[src/rtl/fprint_compare_rx.sv]
// -----------------------------------------------------------------------------
// fprint_compare_rx
//   Comparator-side receiver for fingerprint traffic. Two Avalon-MM write-only
//   slave ports (core 0 / core 1) each feed a small FIFO of {task id,
//   fingerprint} entries. Entries are paired strictly in arrival order and
//   compared by a three-state FSM (IDLE -> LOAD -> CHECK). Each comparison
//   gives a one-cycle result pulse. A mismatch raises a sticky irq.
//
// Ports
//   clk, rst                  clock, asynchronous active-low reset
//   sN_write/address/writedata   core N write request (N = 0, 1)
//   sN_waitrequest            core N FIFO full (registered)
//   irq_ack                   clears irq and timeout
//   result_valid/match/task   one-cycle comparison result
//   mismatch_task             task id of first unacknowledged mismatch
//   match_count               matched-pair counter (wraps)
//   irq, timeout              sticky error flags
//
// Configuration
//   FPRINT_CMP_TIMEOUT_EN     when defined, an entry left unpaired for
//                             TIMEOUT_CYCLES cycles sets timeout and irq
//                             and flushes both FIFOs. When undefined,
//                             timeout is tied 0.
// -----------------------------------------------------------------------------
module fprint_compare_rx #(
    parameter int DATA_WIDTH     = 32,
    parameter int ADDR_WIDTH     = 27,
    parameter int TASK_BITS      = 4,
    parameter int FIFO_DEPTH     = 4,
    parameter int TIMEOUT_CYCLES = 1024
) (
    input  logic                  clk,
    input  logic                  rst,
    input  logic                  s0_write,
    input  logic [ADDR_WIDTH-1:0] s0_address,
    input  logic [DATA_WIDTH-1:0] s0_writedata,
    output logic                  s0_waitrequest,
    input  logic                  s1_write,
    input  logic [ADDR_WIDTH-1:0] s1_address,
    input  logic [DATA_WIDTH-1:0] s1_writedata,
    output logic                  s1_waitrequest,
    input  logic                  irq_ack,
    output logic                  result_valid,
    output logic                  result_match,
    output logic [TASK_BITS-1:0]  result_task,
    output logic [TASK_BITS-1:0]  mismatch_task,
    output logic [15:0]           match_count,
    output logic                  irq,
    output logic                  timeout
);

    localparam int EW = TASK_BITS + DATA_WIDTH;
    localparam int PW = $clog2(FIFO_DEPTH);
    localparam int CW = PW + 1;

    typedef enum logic [1:0] {S_IDLE, S_LOAD, S_CHECK} state_t;

    state_t         state_q, state_d;
    logic           pop;
    logic           flush;
    logic [1:0]     wr;
    logic [1:0]     full;
    logic [1:0]     empty;
    logic [EW-1:0]  entry [2];
    logic [EW-1:0]  head  [2];

    assign wr[0]    = s0_write;
    assign wr[1]    = s1_write;
    assign entry[0] = {s0_address[TASK_BITS+1:2], s0_writedata};
    assign entry[1] = {s1_address[TASK_BITS+1:2], s1_writedata};

    // Only the task-id field of the address is used.
    logic unused_addr_bits;
    assign unused_addr_bits = ^{s0_address[ADDR_WIDTH-1:TASK_BITS+2], s0_address[1:0],
                                s1_address[ADDR_WIDTH-1:TASK_BITS+2], s1_address[1:0]};

    // ---------------------------------------------------------------- FIFOs
    for (genvar g = 0; g < 2; g++) begin : g_fifo
        logic [EW-1:0] mem_q [FIFO_DEPTH];
        logic [PW-1:0] wptr_q, rptr_q;
        logic [CW-1:0] cnt_q, cnt_d;
        logic          full_q;
        logic          push;

        // Gated by the registered full flag, so a pop in the same cycle
        // never makes room for a push.
        assign push = wr[g] && !full_q;

        always_comb begin
            cnt_d = cnt_q;
            if (push && !pop)      cnt_d = cnt_q + CW'(1);
            else if (!push && pop) cnt_d = cnt_q - CW'(1);
        end

        // NOTE: storage has no reset; only pointers and count define validity,
        // which keeps the array as plain RAM.
        always_ff @(posedge clk) begin
            if (push) mem_q[wptr_q] <= entry[g];
        end

        always_ff @(posedge clk or negedge rst) begin
            if (!rst) begin
                wptr_q <= '0;
                rptr_q <= '0;
                cnt_q  <= '0;
                full_q <= 1'b0;
            end else if (flush) begin
                wptr_q <= '0;
                rptr_q <= '0;
                cnt_q  <= '0;
                full_q <= 1'b0;
            end else begin
                if (push) wptr_q <= wptr_q + PW'(1);
                if (pop)  rptr_q <= rptr_q + PW'(1);
                cnt_q  <= cnt_d;
                full_q <= (cnt_d == CW'(FIFO_DEPTH));
            end
        end

        assign full[g]  = full_q;
        assign empty[g] = (cnt_q == '0);
        assign head[g]  = mem_q[rptr_q];
    end

    assign s0_waitrequest = full[0];
    assign s1_waitrequest = full[1];

    // ------------------------------------------------------------------ FSM
    always_comb begin
        state_d = state_q;
        pop     = 1'b0;
        case (state_q)
            S_IDLE:  if (!empty[0] && !empty[1]) state_d = S_LOAD;
            S_LOAD: begin
                pop     = 1'b1;
                state_d = S_CHECK;
            end
            S_CHECK: state_d = S_IDLE;
            default: state_d = S_IDLE;
        endcase
    end

    // ---------------------------------------------------- compare / results
    logic [EW-1:0]        cmp0_q, cmp1_q;
    logic                 check, is_match, timeout_fire;
    logic                 res_valid_q, res_match_q, irq_q, irq_d;
    logic [TASK_BITS-1:0] res_task_q, mm_task_q, mm_task_d;
    logic [15:0]          match_cnt_q;

    assign check    = (state_q == S_CHECK);
    // Whole-entry equality covers both the task id and the fingerprint.
    assign is_match = (cmp0_q == cmp1_q);
    assign flush    = timeout_fire;

    always_comb begin
        irq_d     = irq_q;
        mm_task_d = mm_task_q;
        if (irq_ack) irq_d = 1'b0;
        // A new error in the same cycle as an acknowledge wins.
        if ((check && !is_match) || timeout_fire) irq_d = 1'b1;
        if (check && !is_match && !irq_q) mm_task_d = cmp0_q[EW-1:DATA_WIDTH];
    end

    always_ff @(posedge clk or negedge rst) begin
        if (!rst) begin
            state_q     <= S_IDLE;
            cmp0_q      <= '0;
            cmp1_q      <= '0;
            res_valid_q <= 1'b0;
            res_match_q <= 1'b0;
            res_task_q  <= '0;
            mm_task_q   <= '0;
            match_cnt_q <= '0;
            irq_q       <= 1'b0;
        end else begin
            state_q     <= state_d;
            res_valid_q <= check;
            irq_q       <= irq_d;
            mm_task_q   <= mm_task_d;
            if (pop) begin
                cmp0_q <= head[0];
                cmp1_q <= head[1];
            end
            if (check) begin
                res_match_q <= is_match;
                res_task_q  <= cmp0_q[EW-1:DATA_WIDTH];
                if (is_match) match_cnt_q <= match_cnt_q + 16'd1;
            end
        end
    end

    assign result_valid  = res_valid_q;
    assign result_match  = res_match_q;
    assign result_task   = res_task_q;
    assign mismatch_task = mm_task_q;
    assign match_count   = match_cnt_q;
    assign irq           = irq_q;

    // -------------------------------------------------------------- timeout
`ifdef FPRINT_CMP_TIMEOUT_EN
    localparam logic [15:0] TMO_LAST = 16'(TIMEOUT_CYCLES - 1);

    logic [15:0] tmo_cnt_q, tmo_cnt_d;
    logic        timeout_q, timeout_d;
    logic        tmo_run;

    // Counts only while one side waits for a partner and no compare is busy.
    assign tmo_run      = (empty[0] ^ empty[1]) && (state_q == S_IDLE);
    assign timeout_fire = tmo_run && (tmo_cnt_q == TMO_LAST);

    always_comb begin
        tmo_cnt_d = '0;
        if (tmo_run && !timeout_fire) tmo_cnt_d = tmo_cnt_q + 16'd1;
        timeout_d = timeout_q;
        if (irq_ack)      timeout_d = 1'b0;
        if (timeout_fire) timeout_d = 1'b1;
    end

    always_ff @(posedge clk or negedge rst) begin
        if (!rst) begin
            tmo_cnt_q <= '0;
            timeout_q <= 1'b0;
        end else begin
            tmo_cnt_q <= tmo_cnt_d;
            timeout_q <= timeout_d;
        end
    end

    assign timeout = timeout_q;
`else
    assign timeout_fire = 1'b0;
    assign timeout      = 1'b0;

    logic unused_tmo_cfg;
    assign unused_tmo_cfg = ^TIMEOUT_CYCLES;
`endif

endmodule

[config.mk]
export PLATFORM = sky130hd
export DESIGN_NAME = fprint_compare_rx
export DESIGN_NICKNAME = d
export VERILOG_FILES = /design/src/rtl/fprint_compare_rx.sv
export SDC_FILE = /design/constraint.sdc
export NUM_CORES = 1
export LEC_CHECK = 0
export CORE_ASPECT_RATIO = 1.1
export CORE_MARGIN = 2
export CORE_UTILIZATION = 40
export DETAILED_ROUTE_END_ITERATION = 10
export PLACE_DENSITY = 0.69
export SYNTH_ARGS = -nofsm -noshare
export SYNTH_HDL_FRONTEND = slang
export SYNTH_SLANG_ARGS = --single-unit
export TNS_END_PERCENT = 20
[constraint.sdc]
create_clock -name clk -period 3 [get_ports clk]
set_clock_uncertainty 0.1 [all_clocks]
set_input_delay 0.6 -clock clk [delete_from_list [all_inputs] [get_ports clk]]
set_output_delay 0.6 -clock clk [all_outputs]
set_load 0.01 [all_outputs]
==> flow_metrics.tcl <==
set metrics [dict create \
    clock_latency_ns 0.53 \
    worst-setup-path-type "register to register" \
    totalWireLength_mm 30.2 \
    hp-start "match_count[15]$_DFFE_PN0P_" \
    io_buffers 105 \
    rsz0062_at_grt "no" \
    ys_ff_latch 405 \
    areaGrowthSynthToFinish_pct 20.2 \
    drtIter0Drc 508 \
    final-max-slew-violation-count 0 \
    syn_inst 928 \
    worst-r2r-cell-count 7 \
    core-area_sq_um 38900 \
    synth_nets 1066 \
    cts_buffers 42 \
    overflow 0 \
    reg2reg_slack_ns 0.50 \
    power.share.combinational_pct 27.9 \
    diodes 0 \
    io-pin-count 153 \
    clk_path_buf_depth 3 \
    path_clk_slew_ns 0.06 \
    fillers 3279 \
    critPathTopFamily "simple AND/OR/NAND/NOR gates" \
    r2r-start "cmp0_q[34]$_DFFE_PN0P_" \
    dr_total_vias 7982 \
    p_per_area_nw_per_um2 965 \
    grt_start_max_net_pins 75 \
    timing.rr.end "match_count[7]$_DFFE_PN0P_" \
    min_path_cells 1 \
    rows 76 \
    yosysWarningCount 0 \
    setup_viol 0 \
    grt_pass1_vias 8321 \
    synth_edf_count 288 \
    cp-end-kind "register" \
    die_x_microns 193 \
    htree_levels 2 \
    status "finished, final reports clean" \
    drive_above_1_share_pct 16.7 \
    synth_area_sq_um 15700 \
    max_freq_mhz 400 \
    seq_area_frac_synth_pct 73.8 \
    initial_core_util_pct 40.3 \
    dpl.hpwl_mm 19.3 \
    clock_sinks 405 \
    leakagePower_nw 7.08 \
    seqPwrFrac_pct 45.0 \
    cap_violations 0 \
    stdcell_count 1605 \
    tightest_slew_ns 0.754 \
    cp_max_fo 12 \
    netSwitchingFraction_pct 30.6 \
    crit_chain "xnor2_1 -> nand4_1 -> nor3_1 -> nand3_2 -> buf_4 -> nor4_1 -> xor2_1" \
    p_switching_mw 5.57 \
    ys.flop_type "edfxtp_1" \
    start_kind "register" \
    min_path_type "register to register" \
    setup_tns_ns 0 \
    cp_data_required_time_ns 3.35 \
    netlist-cell-type-count 41 \
    cpPeakStageDelay_ns 0.46 \
    grt_pass1_wl_mm 47.0 \
    max-vdd-ir-drop_mv 0.538 \
    place_inst 1526 \
    antenna_found_initial 0 \
    route.detailed.wl_per_inst_microns 18.8 \
    relSlewSlack_pct 49.7 \
    cp_slowest_cell "dfrtp_1" \
    async_reset_ff_share_pct 28.9 \
    dieArea_sq_um 40800 \
    clockRootBuffer "clkbuf_16" \
    hold_path_end "match_count[15]$_DFFE_PN0P_" \
    die_h_microns 212 \
    post-route-period-util_pct 83.3 \
    min_period_ns 2.50 \
    syn_avg_cell_area_sq_um 16.9 \
    first_pass_iters 5 \
    gp_congestion 0.781 \
    grtUsageTotal_pct 15.2 \
    fin_nets 1202 \
    critPathBufInv 1 \
    clkPwrFrac_pct 27.1 \
    viasPerCell 4.97 \
    p_int_mw 12.6 \
    hold_viol 0 \
    tritoncts "built" \
    antenna_left 0 \
    drc 0 \
    cts_setup_buffers 0 \
    arrival_ns 2.84 \
]
==> sequential cells by signal, indices dropped and copies added (netlist names), 4 cells and up <==
| register | cells |
|---|---|
| cmp1_q | 36 |
| g_fifo.rptr_q | 4 |
| result_task | 4 |
| mismatch_task | 4 |
| g_fifo.wptr_q | 4 |
| g_fifo.cnt_q | 6 |
| g_fifo.mem_q | 288 |
| match_count | 16 |
| cmp0_q | 36 |
==> stage by stage <==
step | setup WS (ns) | instance area [sq um] | hold slack, ns | util [%] | power, mW
after floorplan | 0.639 | 15700 | 0.204 | - | 11.6
after global placement | 0.603 | 17500 | 0.364 | 45.0 | 13.4
after detailed placement | 0.541 | 17500 | 0.376 | 45.0 | 13.5
after CTS | 0.517 | 18800 | 0.384 | 48.5 | 18.5
after global routing | 0.356 | 18800 | 0.392 | 48.5 | 19.2
final | 0.502 | 18800 | 0.375 | 48.5 | 18.2
==> repair_timing <==
item,4_1_cts,5_1_grt
resized for setup,0,0
endpoints found under the hold margin,31,0
hold buffers,1,0
==> synth_stat cells, drive strengths merged, types with 4 or more instances <==
cell type,instances,area share (%)
xor2,38,2.1
mux2,5,0.36
buf,18,0.61
dfrtp,117,19
o21ai,4,0.13
nor3,4,0.16
nand4,8,0.36
inv,16,0.38
nand3,6,0.22
mux4,72,10
ha,15,1.2
xnor2,23,1.3
and2,10,0.40
nand2,237,5.7
nor4,17,1.2
nor2,8,0.19
edfxtp,288,55
clkbuf,21,0.50
==> area by class of cell <==
class                           count  area (sq um)  area share [%]
Inverter                           16          60.1           0.319
Clock inverter                     19           144           0.764
Tap cell                          507           634            3.37
Multi-Input combinational cell    468          3870            20.5
Sequential cell                   405         11600            61.4
Clock buffer                       59          1180            6.24
Timing Repair Buffer              131          1380            7.34
==> cells in the final DEF, fill, tap and decap left out, types with 9 or more instances in the layout <==
master and n:
edfxtp_1 288, nand2_1 237, dfrtp_1 115, clkdlybuf4s50_1 104, mux4_2 72, clkbuf_16 43, xor2_1 38, xnor2_1 23
ha_1 15, buf_4 15, inv_1 14, nor4_2 14, clkbuf_1 12, buf_12 11, and2_1 10, clkinv_2 9
==> power by group through the flow <==
| stage | Combinational [mW] | Sequential [mW] | Clock [mW] |
|---|---|---|---|
| after detailed placement | 5.18 | 8.31 | 0 |
| after floorplan | 3.57 | 8.08 | 0 |
| final | 5.07 | 8.19 | 4.93 |
| after global placement | 5.10 | 8.25 | 0 |
| after global routing | 5.62 | 8.33 | 5.28 |
| after CTS | 5.23 | 8.21 | 5.05 |
==> how the worst max path moves through the flow <==
stage,from,end,depth (start not counted)
detailed placement,cmp1_q[28]$_DFFE_PN0P_,match_count[7]$_DFFE_PN0P_,7
global placement,cmp1_q[28]$_DFFE_PN0P_,mismatch_task[1]$_DFFE_PN0P_,6
CTS,cmp0_q[34]$_DFFE_PN0P_,match_count[7]$_DFFE_PN0P_,7
global route,cmp1_q[28]$_DFFE_PN0P_,match_count[5]$_DFFE_PN0P_,7
finish,cmp0_q[34]$_DFFE_PN0P_,match_count[7]$_DFFE_PN0P_,7
floorplan,s0_write,g_fifo[0].mem_q[0][0]$_DFFE_PP_,3
==> layer usage <==
| metal | GRT usage (%) | vias to the layer above | part of all wire, % |
|---|---|---|---|
| met5 | 0 | - | 0 |
| met4 | 4.24 | 0 | 2.2 |
| met3 | 2.39 | 52 | 3.6 |
| met2 | 26.4 | 142 | 52 |
| met1 | 19.8 | 4118 | 42 |
| li1 | - | 3670 | - |
==> logic make-up (layout without fill, tap and decap cells) <==
logic type,Yosys count,after routing,share of synthesized area [%]
mux,77,77,10.7
compound gates,13,13,0.567
buf+inv,55,225,1.49
fa+ha+maj,15,15,1.20
simple gates,301,301,8.76
xor+xnor,61,61,3.41
other cells,1,1,0.0239
flops,405,405,73.8
(Power assumes the default switching activity.)
